## src/rtl/hs_dpath_sfr_ctrl_pkg.sv

```systemverilog
// Shared types and helpers for the CE-pipeline flow controller.
// Holds the controller state encoding and the occupancy width rule.
package hs_dpath_sfr_ctrl_pkg;

    typedef enum logic [1:0] {
        RUN   = 2'd0,
        DRAIN = 2'd1,
        HALT  = 2'd2
    } sfr_ctrl_state_e;

    // Occupancy must represent 0..latency inclusive.
    function automatic int occ_width(input int latency);
        return $clog2(latency + 1);
    endfunction

endpackage

```

## src/rtl/hs_dpath_sfr_ctrl_if.sv

```systemverilog
// Handshake, control and status bundle between the flow controller and its surroundings.
// "slave" is the controller side; "master" is the producer/consumer/supervisor side.
interface hs_dpath_sfr_ctrl_if
    import hs_dpath_sfr_ctrl_pkg::*;
#(
    parameter int LATENCY = 1
) ();
    localparam int OCC_W = occ_width(LATENCY);

    logic             s_valid;
    logic             s_ready;
    logic             m_valid;
    logic             m_ready;
    logic             ce;
    logic             flush;
    logic             drain_req;
    logic             drain_done;
    logic [OCC_W-1:0] occ;
    logic             busy;

    modport slave (
        input  s_valid, m_ready, flush, drain_req,
        output s_ready, m_valid, ce, drain_done, occ, busy
    );

    modport master (
        output s_valid, m_ready, flush, drain_req,
        input  s_ready, m_valid, ce, drain_done, occ, busy
    );

endinterface

```

## src/rtl/hs_dpath_occ_cnt.sv

```systemverilog
// Up/down occupancy counter with synchronous clear and a "next value is zero" flag.
// Increment at MAX and decrement at zero are ignored so the count can never wrap.
module hs_dpath_occ_cnt #(
    parameter int MAX = 1,
    parameter int W   = 1
) (
    input  logic         clk,
    input  logic         aresetn,
    input  logic         inc,
    input  logic         dec,
    input  logic         clr,
    output logic [W-1:0] cnt,
    output logic         zero_next
);
    localparam logic [W-1:0] MAX_V = W'(MAX);

    logic [W-1:0] cnt_q;
    logic [W-1:0] cnt_d;

    always_comb begin
        cnt_d = cnt_q;
        if (clr) begin
            cnt_d = '0;
        end else if (inc && !dec && (cnt_q != MAX_V)) begin
            cnt_d = cnt_q + W'(1);
        end else if (dec && !inc && (cnt_q != '0)) begin
            cnt_d = cnt_q - W'(1);
        end
    end

    always_ff @(posedge clk) begin
        if (!aresetn) begin
            cnt_q <= '0;
        end else begin
            cnt_q <= cnt_d;
        end
    end

    assign cnt       = cnt_q;
    assign zero_next = (cnt_d == '0);

endmodule

```

## src/rtl/hs_dpath_sfr_ctrl.sv

```systemverilog
// Valid/ready sequencer for an external LATENCY-deep clock-enabled shift datapath.
// state | meaning
// RUN   | normal streaming, intake open unless drain_req
// DRAIN | intake closed, pipe advancing until empty
// HALT  | pipe empty and intake closed, drain_done high
module hs_dpath_sfr_ctrl
    import hs_dpath_sfr_ctrl_pkg::*;
#(
    parameter int LATENCY = 1
) (
    input  logic                 clk,
    input  logic                 aresetn,
    hs_dpath_sfr_ctrl_if.slave   bus
);
    localparam int OCC_W = occ_width(LATENCY);

    logic [LATENCY-1:0] vld_q;
    logic [LATENCY-1:0] vld_d;
    sfr_ctrl_state_e    state_q;
    sfr_ctrl_state_e    state_d;

    logic             ce_c;
    logic             s_ready_c;
    logic             acc_c;
    logic             emit_c;
    logic [OCC_W-1:0] occ_c;
    logic             occ_zero_next;

    // Global stall: every stage freezes together when the tail is blocked.
    assign ce_c      = aresetn & ~bus.flush & (~vld_q[LATENCY-1] | bus.m_ready);
    assign s_ready_c = ce_c & (state_q == RUN) & ~bus.drain_req;
    assign acc_c     = s_ready_c & bus.s_valid;
    assign emit_c    = ce_c & vld_q[LATENCY-1];

    always_comb begin
        vld_d = vld_q;
        if (bus.flush) begin
            vld_d = '0;
        end else if (ce_c) begin
            vld_d[0] = acc_c;
            for (int i = 1; i < LATENCY; i++) begin
                vld_d[i] = vld_q[i-1];
            end
        end
    end

    always_comb begin
        state_d = state_q;
        case (state_q)
            RUN: begin
                if (bus.drain_req && !bus.flush) state_d = DRAIN;
            end
            DRAIN: begin
                if (bus.flush || (occ_c == '0) || occ_zero_next) state_d = HALT;
            end
            HALT: begin
                if (!bus.drain_req && !bus.flush) state_d = RUN;
            end
            default: state_d = RUN;
        endcase
    end

    always_ff @(posedge clk) begin
        if (!aresetn) begin
            vld_q   <= '0;
            state_q <= RUN;
        end else begin
            vld_q   <= vld_d;
            state_q <= state_d;
        end
    end

    hs_dpath_occ_cnt #(
        .MAX (LATENCY),
        .W   (OCC_W)
    ) u_occ_cnt (
        .clk       (clk),
        .aresetn   (aresetn),
        .inc       (acc_c),
        .dec       (emit_c),
        .clr       (bus.flush),
        .cnt       (occ_c),
        .zero_next (occ_zero_next)
    );

    assign bus.ce         = ce_c;
    assign bus.s_ready    = s_ready_c;
    assign bus.m_valid    = aresetn & vld_q[LATENCY-1] & ~bus.flush;
    assign bus.drain_done = aresetn & (state_q == HALT);
    assign bus.occ        = occ_c;
    assign bus.busy       = (occ_c != '0);

endmodule

```

## src/flat_wrapper.sv

```systemverilog
// flat-port wrapper written by rule: the top's interface ports become plain ports
module hs_dpath_sfr_ctrl_flat import hs_dpath_sfr_ctrl_pkg::*;
#(
    parameter int LATENCY = 1
)
  (clk, aresetn, bus_s_valid, bus_m_ready, bus_flush, bus_drain_req, bus_s_ready, bus_m_valid, bus_ce, bus_drain_done, bus_occ, bus_busy);
  hs_dpath_sfr_ctrl_if #(.LATENCY(LATENCY)) bus_i ();
  input  logic clk;
  input  logic aresetn;
  input wire logic [$bits(bus_i.s_valid)-1:0] bus_s_valid;
  input wire logic [$bits(bus_i.m_ready)-1:0] bus_m_ready;
  input wire logic [$bits(bus_i.flush)-1:0] bus_flush;
  input wire logic [$bits(bus_i.drain_req)-1:0] bus_drain_req;
  output wire logic [$bits(bus_i.s_ready)-1:0] bus_s_ready;
  output wire logic [$bits(bus_i.m_valid)-1:0] bus_m_valid;
  output wire logic [$bits(bus_i.ce)-1:0] bus_ce;
  output wire logic [$bits(bus_i.drain_done)-1:0] bus_drain_done;
  output wire logic [$bits(bus_i.occ)-1:0] bus_occ;
  output wire logic [$bits(bus_i.busy)-1:0] bus_busy;
  assign bus_i.s_valid = bus_s_valid;
  assign bus_i.m_ready = bus_m_ready;
  assign bus_i.flush = bus_flush;
  assign bus_i.drain_req = bus_drain_req;
  assign bus_s_ready = bus_i.s_ready;
  assign bus_m_valid = bus_i.m_valid;
  assign bus_ce = bus_i.ce;
  assign bus_drain_done = bus_i.drain_done;
  assign bus_occ = bus_i.occ;
  assign bus_busy = bus_i.busy;
  hs_dpath_sfr_ctrl #(.LATENCY(LATENCY)) u_core (.clk(clk), .aresetn(aresetn), .bus(bus_i));
endmodule
```

## config.mk

```make
export PLATFORM = sky130hd
export DESIGN_NAME = hs_dpath_sfr_ctrl_flat
export DESIGN_NICKNAME = d
export VERILOG_FILES = /design/src/rtl/hs_dpath_sfr_ctrl_pkg.sv /design/src/rtl/hs_dpath_sfr_ctrl_if.sv /design/src/rtl/hs_dpath_occ_cnt.sv /design/src/rtl/hs_dpath_sfr_ctrl.sv /design/src/flat_wrapper.sv
export SDC_FILE = /design/constraint.sdc
export NUM_CORES = 1
export LEC_CHECK = 0
export ABC_CLOCK_PERIOD_IN_PS = 1100
export CELL_PAD_IN_SITES_DETAIL_PLACEMENT = 1
export CELL_PAD_IN_SITES_GLOBAL_PLACEMENT = 2
export CORE_AREA = 2 2 39 41
export CTS_BUF_LIST = sky130_fd_sc_hd__clkbuf_8
export CTS_CLUSTER_SIZE = 28
export DETAILED_ROUTE_END_ITERATION = 8
export DIE_AREA = 0 0 41 43
export GPL_ROUTABILITY_DRIVEN = 0
export GPL_TIMING_DRIVEN = 0
export PLACE_DENSITY_LB_ADDON = 0.25
export SETUP_SLACK_MARGIN = 0.4
export SLEW_MARGIN = 20
export SYNTH_ARGS = -nofsm -noshare
export SYNTH_HDL_FRONTEND = slang
export SYNTH_SLANG_ARGS = --single-unit
```

## constraint.sdc

```tcl
create_clock -name clk -period 1.1 [get_ports clk]
set_input_delay 0.22 -clock clk [delete_from_list [all_inputs] [get_ports clk]]
set_output_delay 0.22 -clock clk [all_outputs]
set_load 0.02 [all_outputs]
```

==> run summary, run 1 <==
The run finished, with violations left. The checks that failed: setup timing. The tree is rooted in a sky130_fd_sc_hd__clkbuf_8. The core region is 1384 µm². The number of detailed-routing iterations run before antenna repair was 2; the time the worst path needs with I/O delays and setup was 1.464 ns. Synthesis inferred 4 register bits.

The met2 usage in global routing came out at 0.1844. For the initial detailed-routing violation count, the log shows 1. Category of the most critical setup path: flop to output pin.

STA classifies the critical path startpoint as a flop. The final max-slew violation count came out at 0. The number of antenna repair diodes came out at 0. The logs give 0.4250 for the end-of-flow core utilization and -0.10 ns for the register-to-register path setup slack. In this run the worst path has a maximum fanout of 2. Capturing point of the worst reg2reg path: u_core.u_occ_cnt.cnt.

The run gives 0.08377 as the met3 layer usage reported by global route. Dividing the detail-routed wire length by the instance count gives 12.62 µm. For hold timing, the worst endpoint is u_core.state_q[1].

The share of synthesized cell area in and, or, nand and nor gates was 0.4783; the fraction of final layout cells sized beyond drive strength 1 was 0.7273. Summed over all layers, the global routing overflow is 0. The initial antenna violation count is 0, and the clock-pin slew on the worst setup and hold paths is 0.04 ns.

The min-delay analysis places its worst path in the category primary input to flop. Post-synthesis share of cell area spent on full adders, half adders and majority gates: 0. The tools report the hold violation count in the final report as 0. Across the run, the number of max-cap violations was 0.

TritonCTS built the clock tree. Power spread over the standard cell area amounts to 1041 nW/µm². The overall fraction of global-route tracks in use came out at 0.1285.

The largest total area in the synthesized netlist belongs to sky130_fd_sc_hd__dfxtp_1. Sorting the synthesized cells by area gives the leading types as sky130_fd_sc_hd__dfxtp_1, sky130_fd_sc_hd__nor3_2, sky130_fd_sc_hd__nor2_1. The fraction of the mapped netlist area in compound gates was 0.1087. Origin of the critical flop-to-flop path: u_core.state_q[0]. The fraction of the cycle the final worst path needs is 1.331. Counting along the longest clock path gives a buffer depth of 2. Start point of the worst min-delay path: bus_flush.

The number of buffers inserted by port buffering was 11. The die footprint is 1763 µm². Once detail routing completed, the nets flagged for antenna violations numbered 0. Data on the critical path arrives at its endpoint at 1.24 ns. The Yosys step of the flow raised 0 warnings.

The synthesized-area fraction occupied by xor and xnor cells was 0; the post-place setup slack was -1.010 ns. For this block, the routed nets add up to 896 µm of wire. The run gives 34 as the net count after synthesis.

The tools report the worst slew margin relative to its limit as 0.8327. In the routed design, unresolved DRC markers number 0. Setup repair after global routing could not meet its margin everywhere. The highest attainable clock frequency was 0.6832 GHz; the boundary pin count was 12. In this run the static leakage power is 0.2552 nW. After legalization and detailed placement, the total HPWL measured 517.9 µm.

The worst endpoint required time is 0.88 ns, and the routing usage on met1 is 0.1318. Area share of the largest cell type after synthesis: 0.3478. The tools report the worst vdd rail ir drop as 574.5 µV.

The die is 43 µm tall. The chip width was 41 µm. By area, the combinational part of the netlist is dominated by simple AND/OR/NAND/NOR gates. The via-per-instance ratio came out at 4.324.

TritonCTS created 3 clock buffers. Entering global routing, the biggest net connects 7 pins. The worst setup path is captured at an output pin.

Cell count after synthesis: 28. Average cell area after synthesis: 8.222 µm². The pin slew with the least headroom to its limit was 0.2499 ns; the number of nets at the end of the flow was 62.

The setup-violating endpoint count in the final report is 7. The routed layout has 307 vias. The worst-case setup margin in the final layout was -0.3636 ns.

The tools report the number of levels in the clock H-tree as 1. In this run the most used layer during global routing was met2. The worst hold path passes through 3 cells. The number of hold buffers added after CTS was 0. Counting cells, the worst reg-to-reg path comes to 6.

The logs give 1407 µm for the first-pass GRT wire length and 4 for the CTS sink count. The floorplan has 14 rows. For the final database, setup skew stands at 0.007788 ns. For the via count of the first global-routing pass, the log shows 304. The share of cell area taken by muxes after synthesis works out to 0. Area added between synthesis and finish: 155.4%.

Effective utilization at floorplan: 0.1664. The logs give 18 for the number of library cell types mapped by synthesis and 0.22 ns for the clock network latency to the later pin of the worst-skew pair. The run gives 230.2 µm² as the total standard cell area after synthesis. For the part of the Yosys area used for sequential elements, the log shows 0.3478.
==> repair_timing <==
action / in CTS / in global routing
setup endpoints to repair: 10 / 10
cloned: 0 / 0
gates resized for setup: 54 / 4
buffers inserted: 6 / 6
endpoints found under the hold margin: 0 / 0
pin swaps: 2 / 4
==> sequential cells by signal, summed over array words and instances, names as in the netlist <==
name,flops
u_core.vld_q,1
u_core.u_occ_cnt.cnt,1
u_core.state_q,2
==> placed cells by master (no fill, tap or decap), types with 2 or more instances in the layout <==
cell type	Yosys	routed
sky130_fd_sc_hd__inv_4	0	2
sky130_fd_sc_hd__dfxtp_4	0	3
sky130_fd_sc_hd__nor2_4	0	2
sky130_fd_sc_hd__buf_4	1	9
sky130_fd_sc_hd__dlygate4sd2_1	0	2
sky130_fd_sc_hd__buf_6	0	10
sky130_fd_sc_hd__clkbuf_8	0	3
sky130_fd_sc_hd__nor2_1	5	3
==> stage by stage <==
step,cell area (µm²),TNS [ns],hold WS [ns],power [mW],cells
2_1_floorplan,281.5,-0.1118,0.3688,0.2107,28
3_3_place_gp,411.6,-4.004,0.5058,0.2544,55
3_5_place_dp,411.6,-4.149,0.5184,0.2565,55
4_1_cts,529.3,-0.6957,0.3125,0.6034,65
5_1_grt,588.1,-1.424,0.3548,0.6456,71
6_report,588.1,-1.013,0.3136,0.6124,71
==> cell families (layout without fill, tap and decap cells) <==
| group | Yosys count | count (layout) |
|---|---|---|
| simple gates | 17 | 17 |
| compound gates | 4 | 4 |
| flops | 4 | 4 |
| buf+inv | 3 | 30 |
==> worst max path at each step <==
stage	from	end	slack, ns	cells past startpoint
finish	u_core.vld_q	bus_s_ready	-0.36	4
global route	u_core.vld_q	bus_s_ready	-0.41	4
CTS	u_core.vld_q	bus_s_ready	-0.38	4
detailed placement	bus_m_ready	bus_s_ready	-1.01	5
global placement	bus_m_ready	bus_s_ready	-1.01	5
floorplan	u_core.vld_q	bus_s_ready	-0.11	3
==> per-layer routing <==
metal  share of wire  wire length, µm
met5               0                0
met4           0.030               27
met3           0.068               61
met2            0.52              462
met1            0.39              345
==> final cells by class <==
type                    count  area, µm²
clock buffers               3      41.29
multi-input cells          21      193.9
fillers                   167      795.8
clock inverters             1      3.754
plain buffers               1      11.26
well taps                  16      20.02
repair buffers             23      212.7
inverters                   2      12.51
flip-flops and latches      4      92.59
==> report_power, final <==
part	switching, mW	internal (mW)
clock network	0.0878	0.239
registers	0.00823	0.148
logic	0.0551	0.0740
total	0.151	0.461
==> cell usage after synthesis, drive strengths merged <==
cell	instances
nor2b	2
nand2	1
o2111ai	1
nor4b	1
a31oi	1
nand2b	1
dfxtp	4
and3b	1
buf	1
o21ai	1
nor3	3
nand3b	1
a21oi	1
or3	1
nor2	5
inv	2
and3	1
==> worst max-delay path, cell delays in order, from the launching register on <==
cell	delay [ns]
sky130_fd_sc_hd__dfxtp_2	0.31
sky130_fd_sc_hd__nor2b_4	0.12
sky130_fd_sc_hd__or3_4	0.33
sky130_fd_sc_hd__nor3_4	0.12
sky130_fd_sc_hd__buf_6	0.13
Power figures use the tool's default switching activity.
==> inputs of run 2 (changes only) <==
Settings changed: CTS_BUF_LIST sky130_fd_sc_hd__clkbuf_8 to sky130_fd_sc_hd__clkbuf_4 sky130_fd_sc_hd__clkbuf_8.
==> run summary, run 2 (synthesis gave the netlist of run 1 again) <==
The flow ran to the end, but the final reports show violations. The final reports fail on setup timing. The effective utilization at floorplan is 0.1664.

STA puts the critical path data arrival time at 1.26 ns. Setup repair after global routing could not meet its margin everywhere. Class of the tightest hold or removal check: primary input to flop.

The buffer cell driving the clock tree root was sky130_fd_sc_hd__clkbuf_4. The run gives -0.3830 ns as the worst-case setup margin in the final layout. The clock network latency to the later pin of the worst-skew pair was 0.25 ns; the total via count in the routed design was 296. The portion of total power attributed to sequential cells came out at 0.309. Worst vdd rail ir drop: 450.8 µV. For the number of nets at the end of the flow, the log shows 58. The placed instances occupy a cell area of 411.6 µm².

The total number of placement rows was 14; the relative contribution of combinational cells to total power was 0.234. Total congestion overflow after global routing: 0. In the layout the commonest cells are sky130_fd_sc_hd__buf_6, sky130_fd_sc_hd__buf_4, sky130_fd_sc_hd__clkbuf_4. The final wirelength is 778 µm, and the fraction of the cycle the final worst path needs is 1.348.

The tools report the reported leakage power as 0.2252 nW. Switching share of power: 0.2555. The area growth from synthesis to layout is 135.3%.

Category of the most critical setup path: flop to output pin. Clock tree synthesis found a total of 4 sinks. The worst endpoint required time is 0.88 ns.

In this run the remaining antenna-violating nets after routing total 0. Dividing the detail-routed wire length by the instance count gives 11.61 µm. Using the TritonRoute via totals, the vias-per-cell ratio works out to 4.418.

No sink is reached through more buffers than the 2 on the longest clock path. The fraction of final layout cells sized beyond drive strength 1 is 0.7451, and the internal power summed over all cells is 0.3757 mW. The die height is 43 µm, and the highest attainable clock frequency is 0.6743 GHz. Number of detailed-routing iterations run before antenna repair: 4. Power spread over the standard cell area amounts to 931.5 nW/µm². Number of buffers inserted by port buffering: 11.

The overall fraction of global-route tracks in use is 0.1153, and the hold violation count in the final report is 0. TritonCTS built the clock tree. The worst slew margin relative to its limit was 0.8251; the initial detailed-routing violation count was 3. The core region is 1384 µm². The pin slew with the least headroom to its limit is 0.2613 ns, and the maximum fanout encountered on the critical timing path is 2. The first global-routing pass estimated 1283 µm of wire.

The half-perimeter wire length after detailed placement was 517.9 µm; the max-capacitance violation count was 0. Clock tree synthesis inserted a total of 3 buffers. Final hold analysis gives a worst-case slack of 0.3897 ns. The number of antenna repair diodes is 0, and the via count of the first global-routing pass is 289. For the register-to-register path setup slack, the log shows 0.09 ns. The initial antenna violation count came out at 0. Clock skew on the completed layout was measured at 0.01192 ns. The chip width is 41 µm, and the number of remaining DRC errors is 0. Register ranked first by flip-flop count: u_core.state_q. The floorplan step defined a die boundary enclosing 1763 µm². The register with the most flip-flops in the layout has 2 of them. The tools report the final max-slew violation count as 0. The number of levels in the clock H-tree was 1; the number of hold buffers added after CTS was 0. The tools report the net load switching power as 0.1289 mW. The most common library cell in the layout ignoring fill and taps was sky130_fd_sc_hd__buf_6.

The run gives 541.8 µm² as the summed area of non-filler cells in the final layout. The tools report the share of total power in the clock network as 0.456. The routed design could run at a clock period as short as 1.483 ns. For this design the top-level I/O count stands at 12. Setup-violating endpoint count in the final report: 4.

The tools report the critical path endpoint category as an output pin. The clock-pin slew on the worst setup and hold paths is 0.04 ns. The type of element launching the critical path is a flop.

Entering global routing, the biggest net connects 7 pins.
-- run 2: cell types whose count changed in the layout (fill, tap and decap cells not counted), sizes merged --
cell and change:
buf -5, clkdlybuf4s15 +1, clkbuf +1, inv -1
-- run 2: worst paths after layout --
path / startpoint / endpoint / cells past startpoint
setup / recovery: u_core.vld_q / bus_s_ready / 4
hold / removal: bus_flush / u_core.state_q[1] / 3
setup reg to reg: u_core.vld_q / u_core.vld_q / 6
hold reg to reg: u_core.state_q[1] / u_core.state_q[0] / 1
-- run 2: stage by stage --
step	power, mW	utilization	setup WS (ns)	setup TNS, ns	std cells
floorplan	0.2107	-	-0.1118	-0.1118	28
global placement	0.2544	0.2975	-1.005	-4.004	55
detailed placement	0.2565	0.2975	-1.010	-4.149	55
CTS	0.5094	0.3761	-0.4022	-0.7884	65
global route	0.5318	0.3915	-0.4271	-0.9739	67
finish	0.5046	0.3915	-0.3830	-0.7989	67
-- run 2: final cells by class --
class                   instances  area (µm²)
fillers                       169       842.1
clock buffers                   4       30.03
plain buffers                   1       11.26
repair buffers                 19       181.4
well taps                      16       20.02
flip-flops and latches          4       92.59
inverters                       2       10.01
multi-input cells              21       196.4
-- run 2: metal layers --
layer | vias up | part of all wire | GRT usage
met4 | 0 | 0.035 | 0.08000
met2 | 9 | 0.48 | 0.1594
li1 | 144 | - | -
met3 | 4 | 0.073 | 0.06806
met1 | 139 | 0.41 | 0.1250
met5 | - | 0 | 0
-- run 2: power groups by stage --
stage / logic (mW) / clock network, mW / registers [mW]
6_report: 0.118 / 0.230 / 0.156
5_1_grt: 0.127 / 0.248 / 0.157
4_1_cts: 0.115 / 0.238 / 0.157
3_5_place_dp: 0.0930 / 0 / 0.164
3_3_place_gp: 0.0914 / 0 / 0.163
2_1_floorplan: 0.0484 / 0 / 0.162
-- run 2: what timing repair did --
action | CTS | global route
pin swaps | 3 | 2
setup buffers | 6 | 2
gates resized for setup | 53 | 2
setup endpoints to repair | 10 | 10
-- run 2: worst max-delay path: stages (launching register included) --
cell and delay, ns:
sky130_fd_sc_hd__dfxtp_2 0.31, sky130_fd_sc_hd__nor2b_4 0.12, sky130_fd_sc_hd__or3_4 0.33, sky130_fd_sc_hd__nor3_4 0.12, sky130_fd_sc_hd__buf_6 0.13
